### src/rtl/reg_rename_file_pkg.sv
// Shared constants for the architectural register file / rename tag table.
// Default widths match the Tomasulo core: 32 x 32-bit registers, 4-bit ROB tags.
package reg_rename_file_pkg;

    localparam int DATA_WIDTH = 32;
    localparam int REG_WIDTH  = 5;
    localparam int ROB_WIDTH  = 4;

    localparam logic TRUE  = 1'b1;
    localparam logic FALSE = 1'b0;

    localparam logic [ROB_WIDTH-1:0]  ZERO_ROB  = '0;
    localparam logic [REG_WIDTH-1:0]  ZERO_REG  = '0;
    localparam logic [DATA_WIDTH-1:0] ZERO_DATA = '0;

endpackage

### src/rtl/reg_rename_file.sv
// Architectural register file with per-register pending ROB tags.
// Define REGFILE_COMMIT_BYPASS_EN to forward same-cycle commits onto the read ports.
module reg_rename_file
    import reg_rename_file_pkg::*;
#(
    parameter int DATA_WIDTH = reg_rename_file_pkg::DATA_WIDTH,
    parameter int REG_WIDTH  = reg_rename_file_pkg::REG_WIDTH,
    parameter int ROB_WIDTH  = reg_rename_file_pkg::ROB_WIDTH
) (
    input  logic                  clk,
    input  logic                  rst,
    input  logic                  in_ena,
    input  logic                  in_flush,
    input  logic [REG_WIDTH-1:0]  in_commit_reg,
    input  logic [ROB_WIDTH-1:0]  in_commit_rob,
    input  logic [DATA_WIDTH-1:0] in_commit_value,
    input  logic                  in_rename_ena,
    input  logic [REG_WIDTH-1:0]  in_rename_reg,
    input  logic [ROB_WIDTH-1:0]  in_rename_tag,
    input  logic [REG_WIDTH-1:0]  in_query_reg1,
    input  logic [REG_WIDTH-1:0]  in_query_reg2,
    output logic [DATA_WIDTH-1:0] out_value1,
    output logic [DATA_WIDTH-1:0] out_value2,
    output logic [ROB_WIDTH-1:0]  out_tag1,
    output logic [ROB_WIDTH-1:0]  out_tag2
);

    localparam int NUM_REGS = 1 << REG_WIDTH;

    logic [DATA_WIDTH-1:0] value_q [NUM_REGS];
    logic [ROB_WIDTH-1:0]  tag_q   [NUM_REGS];

    logic commit_hit;
    logic rename_hit;

    assign commit_hit = in_ena && (in_commit_reg != '0);
    assign rename_hit = in_ena && in_rename_ena && (in_rename_reg != '0);

    // x0 is never written, so its entries stay at their reset value.
    always_ff @(posedge clk or negedge rst) begin
        if (!rst) begin
            for (int i = 0; i < NUM_REGS; i++) begin
                value_q[i] <= '0;
                tag_q[i]   <= '0;
            end
        end else begin
            if (commit_hit) begin
                value_q[in_commit_reg] <= in_commit_value;
            end
            for (int i = 1; i < NUM_REGS; i++) begin
                if (in_ena) begin
                    if (in_flush) begin
                        tag_q[i] <= '0;
                    end else if (rename_hit &&
                                 in_rename_reg == REG_WIDTH'(i)) begin
                        tag_q[i] <= in_rename_tag;
                    end else if (commit_hit &&
                                 in_commit_reg == REG_WIDTH'(i) &&
                                 tag_q[i] == in_commit_rob) begin
                        tag_q[i] <= '0;
                    end
                end
            end
        end
    end

    function automatic logic [DATA_WIDTH+ROB_WIDTH-1:0] read_port(
        input logic [REG_WIDTH-1:0] q
    );
        logic [DATA_WIDTH-1:0] v;
        logic [ROB_WIDTH-1:0]  t;
        v = value_q[q];
        t = tag_q[q];
        if (q == '0) begin
            v = '0;
            t = '0;
        end
`ifdef REGFILE_COMMIT_BYPASS_EN
        // A same-cycle rename of q keeps reporting stored state.
        else if (rst && commit_hit && q == in_commit_reg &&
                 tag_q[q] == in_commit_rob &&
                 !(rename_hit && in_rename_reg == q)) begin
            v = in_commit_value;
            t = '0;
        end
`endif
        return {v, t};
    endfunction

    always_comb begin
        {out_value1, out_tag1} = read_port(in_query_reg1);
        {out_value2, out_tag2} = read_port(in_query_reg2);
    end

endmodule

### config.mk
export PLATFORM = sky130hd
export DESIGN_NAME = reg_rename_file
export DESIGN_NICKNAME = d
export VERILOG_FILES = /design/src/rtl/reg_rename_file_pkg.sv /design/src/rtl/reg_rename_file.sv
export SDC_FILE = /design/constraint.sdc
export NUM_CORES = 2
export LEC_CHECK = 0
export CAP_MARGIN = 20
export CORE_ASPECT_RATIO = 0.7
export CORE_MARGIN = 8
export CORE_UTILIZATION = 49
export CTS_BUF_LIST = sky130_fd_sc_hd__clkbuf_4 sky130_fd_sc_hd__clkbuf_8
export DETAILED_ROUTE_END_ITERATION = 10
export GPL_TIMING_DRIVEN = 1
export PLACE_DENSITY = 0.62
export SYNTH_ARGS = -nofsm -noshare
export SYNTH_HDL_FRONTEND = slang
export SYNTH_SLANG_ARGS = --single-unit
export TNS_END_PERCENT = 100
### constraint.sdc
create_clock -name clk -period 5.1 [get_ports clk]
set_clock_uncertainty 0.2 [all_clocks]
set_input_delay 1.02 -clock clk [delete_from_list [all_inputs] [get_ports clk]]
set_output_delay 1.02 -clock clk [all_outputs]
set_load 0.01 [all_outputs]
# == Word level (Yosys, flattened, before mapping) ==
# Cells that the tools add are included.
# word_totals
reg_bits,1148
latch_bits,0
ramBits,0
romBits,0
in_bits,65
output_inout_bits,72
mem_count,0
# op_classes
addsub,0
multipliers,0
div_mod_pow,0
magnitude_cmp,4
n_eq_ne,93
shifts,0
muxes,112
n_bitwise,3
reduce_logical,163
# ops
op,count
$bwmux 1024,1
$mux 4,99
$bmux 32 s5,2
$mux 32,7
$demux 32 s5,1
$eq 5x5->1 const B,32
$eq 4x4->1,31
$logic_and 1x1->1,97
$reduce_bool 3->1,31
$eq 5x4->1 const B,16
$reduce_and 2->1,31
$bmux 4 s5,2
$eq 5x3->1 const B,8
$eq 5x2->1 const B,4
$ge 6x6->1 const B,3
$not 5->6,3
$eq 5x1->1 const B,2
$logic_not 5->1,2
$reduce_bool 5->1,2
$lt 6x1->1 const B,1

# == Depth between registers and ports, before layout ==
# depth
depth_word,7
mapped_depth,9
mapped_depth_nobuf,5

# == Worst setup path after synthesis ==
# Ideal clock, no wire load.
# synth_path
path_type,input port to output port
startpoint,input port in_query_reg2[0]
endpoint,output port out_value2[10]
arrival_time_ns,2.637
path_slack_ns,1.243
path_stages,8
cell_sequence,buf_2 > buf_2 > buf_2 > mux4_2 > mux2i_1 > nor2_1 > nor2_1 > o21ai_0
# synth_between
elab_chain_len,5
elab_cells_between_ends,6
# synth_lines
element,line,rtl
start: declaration,reg_rename_file.sv:21,"input logic [REG_WIDTH-1:0] in_query_reg2,"
$not 5->6 (implied by the code),reg_rename_file.sv:72,v = value_q[q];
$bmux 32 s5,reg_rename_file.sv:72,
$mux 32 (implied by the code) (2 in a row),reg_rename_file.sv:72,
$mux 32 *,reg_rename_file.sv:74,if (q == '0) begin
end: declaration,reg_rename_file.sv:23,"output logic [DATA_WIDTH-1:0] out_value2,"
# Every way passes the cells marked *; elsewhere a longest branch is shown, timed or not. The select of a mux whose other input is x is not followed.

# == Worst setup path after layout ==
# layout_path
startpoint,input port in_query_reg2[0]
endpoint,output port out_value2[1]
# The elaborated chain is that of the path after synthesis.

==> results.py <==
metrics = {
    "run_status": {
        "outcome": "complete, no violations",
    },
    "detailed_routing": {
        "wl_per_cell_microns": 32.9,
        "firstDrtPassIters": 6,
        "vias": 41892,
        "vias_per_cell": 6.70,
        "wirelength_microns": 205000,
        "drtIter0Drc": 4746,
        "postRouteAntennaNets": 0,
        "drc": 0,
    },
    "yosys": {
        "synth.distinct_cells": 56,
        "synth_flop_cell": "dfrtp_1",
        "yosysWarnings": 4,
        "avgSynthCellArea_sq_um": 14.5,
        "synth_cells": 4333,
        "synth_fp_nets": 4398,
        "syn_area_sq_um": 62800,
        "ys_ff_latch": 1148,
        "ys_async_sr_fraction_pct": 100,
        "ys_seq_area_share_pct": 45.8,
        "synth-edff-count": 0,
    },
    "place": {
        "dp_hpwl_microns": 129000,
        "dp_cells": 5899,
        "routabilityCongestion": 0.952,
        "io_buffers": 136,
        "placed_cell_area_sq_um": 66900,
    },
    "clock_network": {
        "clock_latency_ns": 0.92,
        "cts_tree": "built",
        "clkSlewWorstSetupHoldPaths_ns": 0.06,
        "cts.path.max_buffers": 3,
        "clockRootBuffer": "clkbuf_8",
        "cts_buffers": 185,
        "htree_num_levels": 4,
        "cts_sinks": 1148,
    },
    "die": {
        "start_util_pct": 49.1,
        "ioPinCount": 137,
        "design.die.area_sq_um": 140000,
        "die_x_microns": 444,
        "rows": 110,
        "die_h_microns": 315,
        "core-area_sq_um": 128000,
    },
    "setup_path": {
        "crit_arrival_ns": 3.85,
        "crit_type": "in2out",
        "r2r_slack_ns": 3.19,
        "critPathMaxFanout": 19,
        "startpoint_type": "input pin",
        "worstPathCellList": "buf_8, buf_12, mux4_2, mux2i_1, o22ai_1, nor2_2, o21ai_0, buf_4, clkdlybuf4s50_1",
        "cp_slowest_cell": "mux4_2",
        "critPathMaxStageDelay_ns": 0.52,
        "setup.worst_path.end_class": "primary output",
        "cp.required_ns": 3.88,
    },
    "sta": {
        "rsz0062_at_grt": "false",
        "fmax_ghz": 0.197,
        "setup_viol": 0,
        "fin_crit_ns": 5.07,
        "tightest_slew_ns": 1.20,
        "drv_slew": 0,
        "finalHoldViolCount": 0,
        "maxSlewHeadroom_pct": 19.7,
        "period_share_pct": 99.5,
    },
    "global_routing": {
        "groute.usage.overall_pct": 29.1,
        "grt_pass1_vias": 42110,
        "grt_max_degree": 141,
        "grt_overflow": 0,
        "antenna_found_initial": 20,
        "grt_pass1_wl_microns": 302000,
    },
    "final_layout": {
        "fin_cells": 6254,
        "synthToLayoutAreaGrowth_pct": 13.7,
        "fin_area_sq_um": 71400,
        "drive_gt1_share_pct": 49.0,
        "final_nets": 4488,
    },
    "min_path": {
        "min_path_type": "reg2reg",
    },
    "power": {
        "leakage_nw": 30.6,
        "power.density_nw_per_um2": 368,
        "ir_drop_v": 0.000251,
    },
    "flow_run": {
        "maxCapViolCount": 0,
    },
}
## routing by layer
metal	global-route usage [%]	up-vias	wire [microns]
li1	-	16847	-
met1	43.1	22430	90200
met2	41.4	2157	88400
met3	7.83	446	20000
met4	10.1	12	6750
met5	0	-	78
## flip-flops by register name, indices dropped and copies added (netlist names)
register  flops
tag_q       124
value_q    1024
## cell usage in the layout, fill, tap and decap left out, drive strengths merged, types with 5 or more instances in the layout
cell and instances:
diode 7, a32oi 25, a21oi 30, nor2 139
bufinv 5, a221oi 11, dfrtp 1148, nand2b 15
or2 7, o2bb2ai 28, a211oi 5, mux4 565
nand2 176, a22o 81, xnor2 106, and3 6
nor2b 13, o22ai 70, mux2 1031, a221o 6
o21ai 57, o31ai 6, nand4 26, nand3 9
xor2 18, clkinv 25, a22oi 28, clkinvlp 7
clkdlybuf4s50 121, clkbuf 300, buf 255, mux2i 188
nor3 12
## synth_stat cells, drive strengths merged, types with 4 or more instances
cell type  number  share of area (%)
o22ai          70               0.70
a22oi          28               0.33
a211oi          5              0.060
o31ai           6              0.088
a221oi         11               0.15
a21oi          30               0.24
o21a            4              0.048
nand2         176                1.1
nor2          139               0.83
nand2b         15               0.15
clkbuf        252                1.5
buf           231                1.9
nor3           12               0.12
dfrtp        1148                 46
mux2         1031                 18
nor2b          13               0.13
a221o           6              0.096
and2            4              0.040
a22o           81                1.1
xor2           18               0.25
mux2i         188                3.0
a32oi          25               0.35
nand4          26               0.26
and3            6              0.060
xnor2         106                1.5
o21ai          57               0.45
nand3           9              0.072
or2             7              0.070
o221ai          4              0.056
o2bb2ai        28               0.39
mux4          565                 20
## worst max-delay path: cells and delay by family
| kind | cells | cell delay, ns |
|---|---|---|
| muxes | 2 | 0.74 |
| and+or+nand+nor | 1 | 0.40 |
| AOI/OAI and AO/OA | 2 | 0.46 |
| buffers and inverters | 4 | 1.16 |
## worst paths after layout
kind,startpoint,endpoint,cells past startpoint
setup reg to reg,tag_q[44]$_DFFE_PN0P_,tag_q[47]$_DFFE_PN0P_,5
hold reg to reg,value_q[1013]$_DFFE_PN0P_,value_q[1013]$_DFFE_PN0P_,0
min in group asynchronous,rst,value_q[1021]$_DFFE_PN0P_,2
setup / recovery,in_query_reg2[0],out_value2[1],9
hold / removal,value_q[1013]$_DFFE_PN0P_,value_q[1013]$_DFFE_PN0P_,0
max in group asynchronous,rst,value_q[900]$_DFFE_PN0P_,3
## final cells by class
class / instances / area, sq um
fillers: 10262 / 56500
inverters: 1 / 3.75
clock inverters: 40 / 354
diodes: 7 / 17.5
well taps: 1680 / 2100
repair buffers: 386 / 4400
multi-input cells: 2701 / 32100
clock buffers: 291 / 3700
flip-flops and latches: 1148 / 28700
## report_power, final
group          switching [mW]  internal (mW)  leakage [nW]  total, mW
Sequential               1.17           10.7          14.9       11.8
Combinational            2.33           3.34          13.6       5.68
Clock                    3.93           4.85          2.15       8.77
## stage by stage
stage	hold slack, ns	setup TNS, ns	total power, mW	setup WS (ns)	utilization (%)
4_1_cts	0.180	0	26.3	0.0265	55.5
3_3_place_gp	0.169	-0.199	17.4	-0.109	52.3
3_5_place_dp	0.165	-0.146	17.5	-0.101	52.3
5_1_grt	0.200	0	27.4	0.0155	55.8
2_1_floorplan	0.225	0	15.5	1.24	-
6_report	0.181	0	26.3	0.0252	55.8
## cell families (layout without fill, tap and decap cells)
family / count (synthesis) / after routing / share of synthesized area, %
other: 0 / 7 / 0
and+or+nand+nor: 427 / 427 / 3.06
muxes: 1784 / 1784 / 41.8
DFF: 1148 / 1148 / 45.8
buffers and inverters: 484 / 718 / 3.42
AOI/OAI and AO/OA: 366 / 366 / 4.29
xor gates and xnor gates: 124 / 124 / 1.73
## what timing repair did
action | in CTS | in global routing
buffers inserted | 0 | 0
resized for setup | 2 | 3
setup endpoints to repair | 2 | 2
hold endpoints to repair | 41 | 0
hold buffers | 1 | 0
No activity file was read; power rests on OpenSTA's default activity.
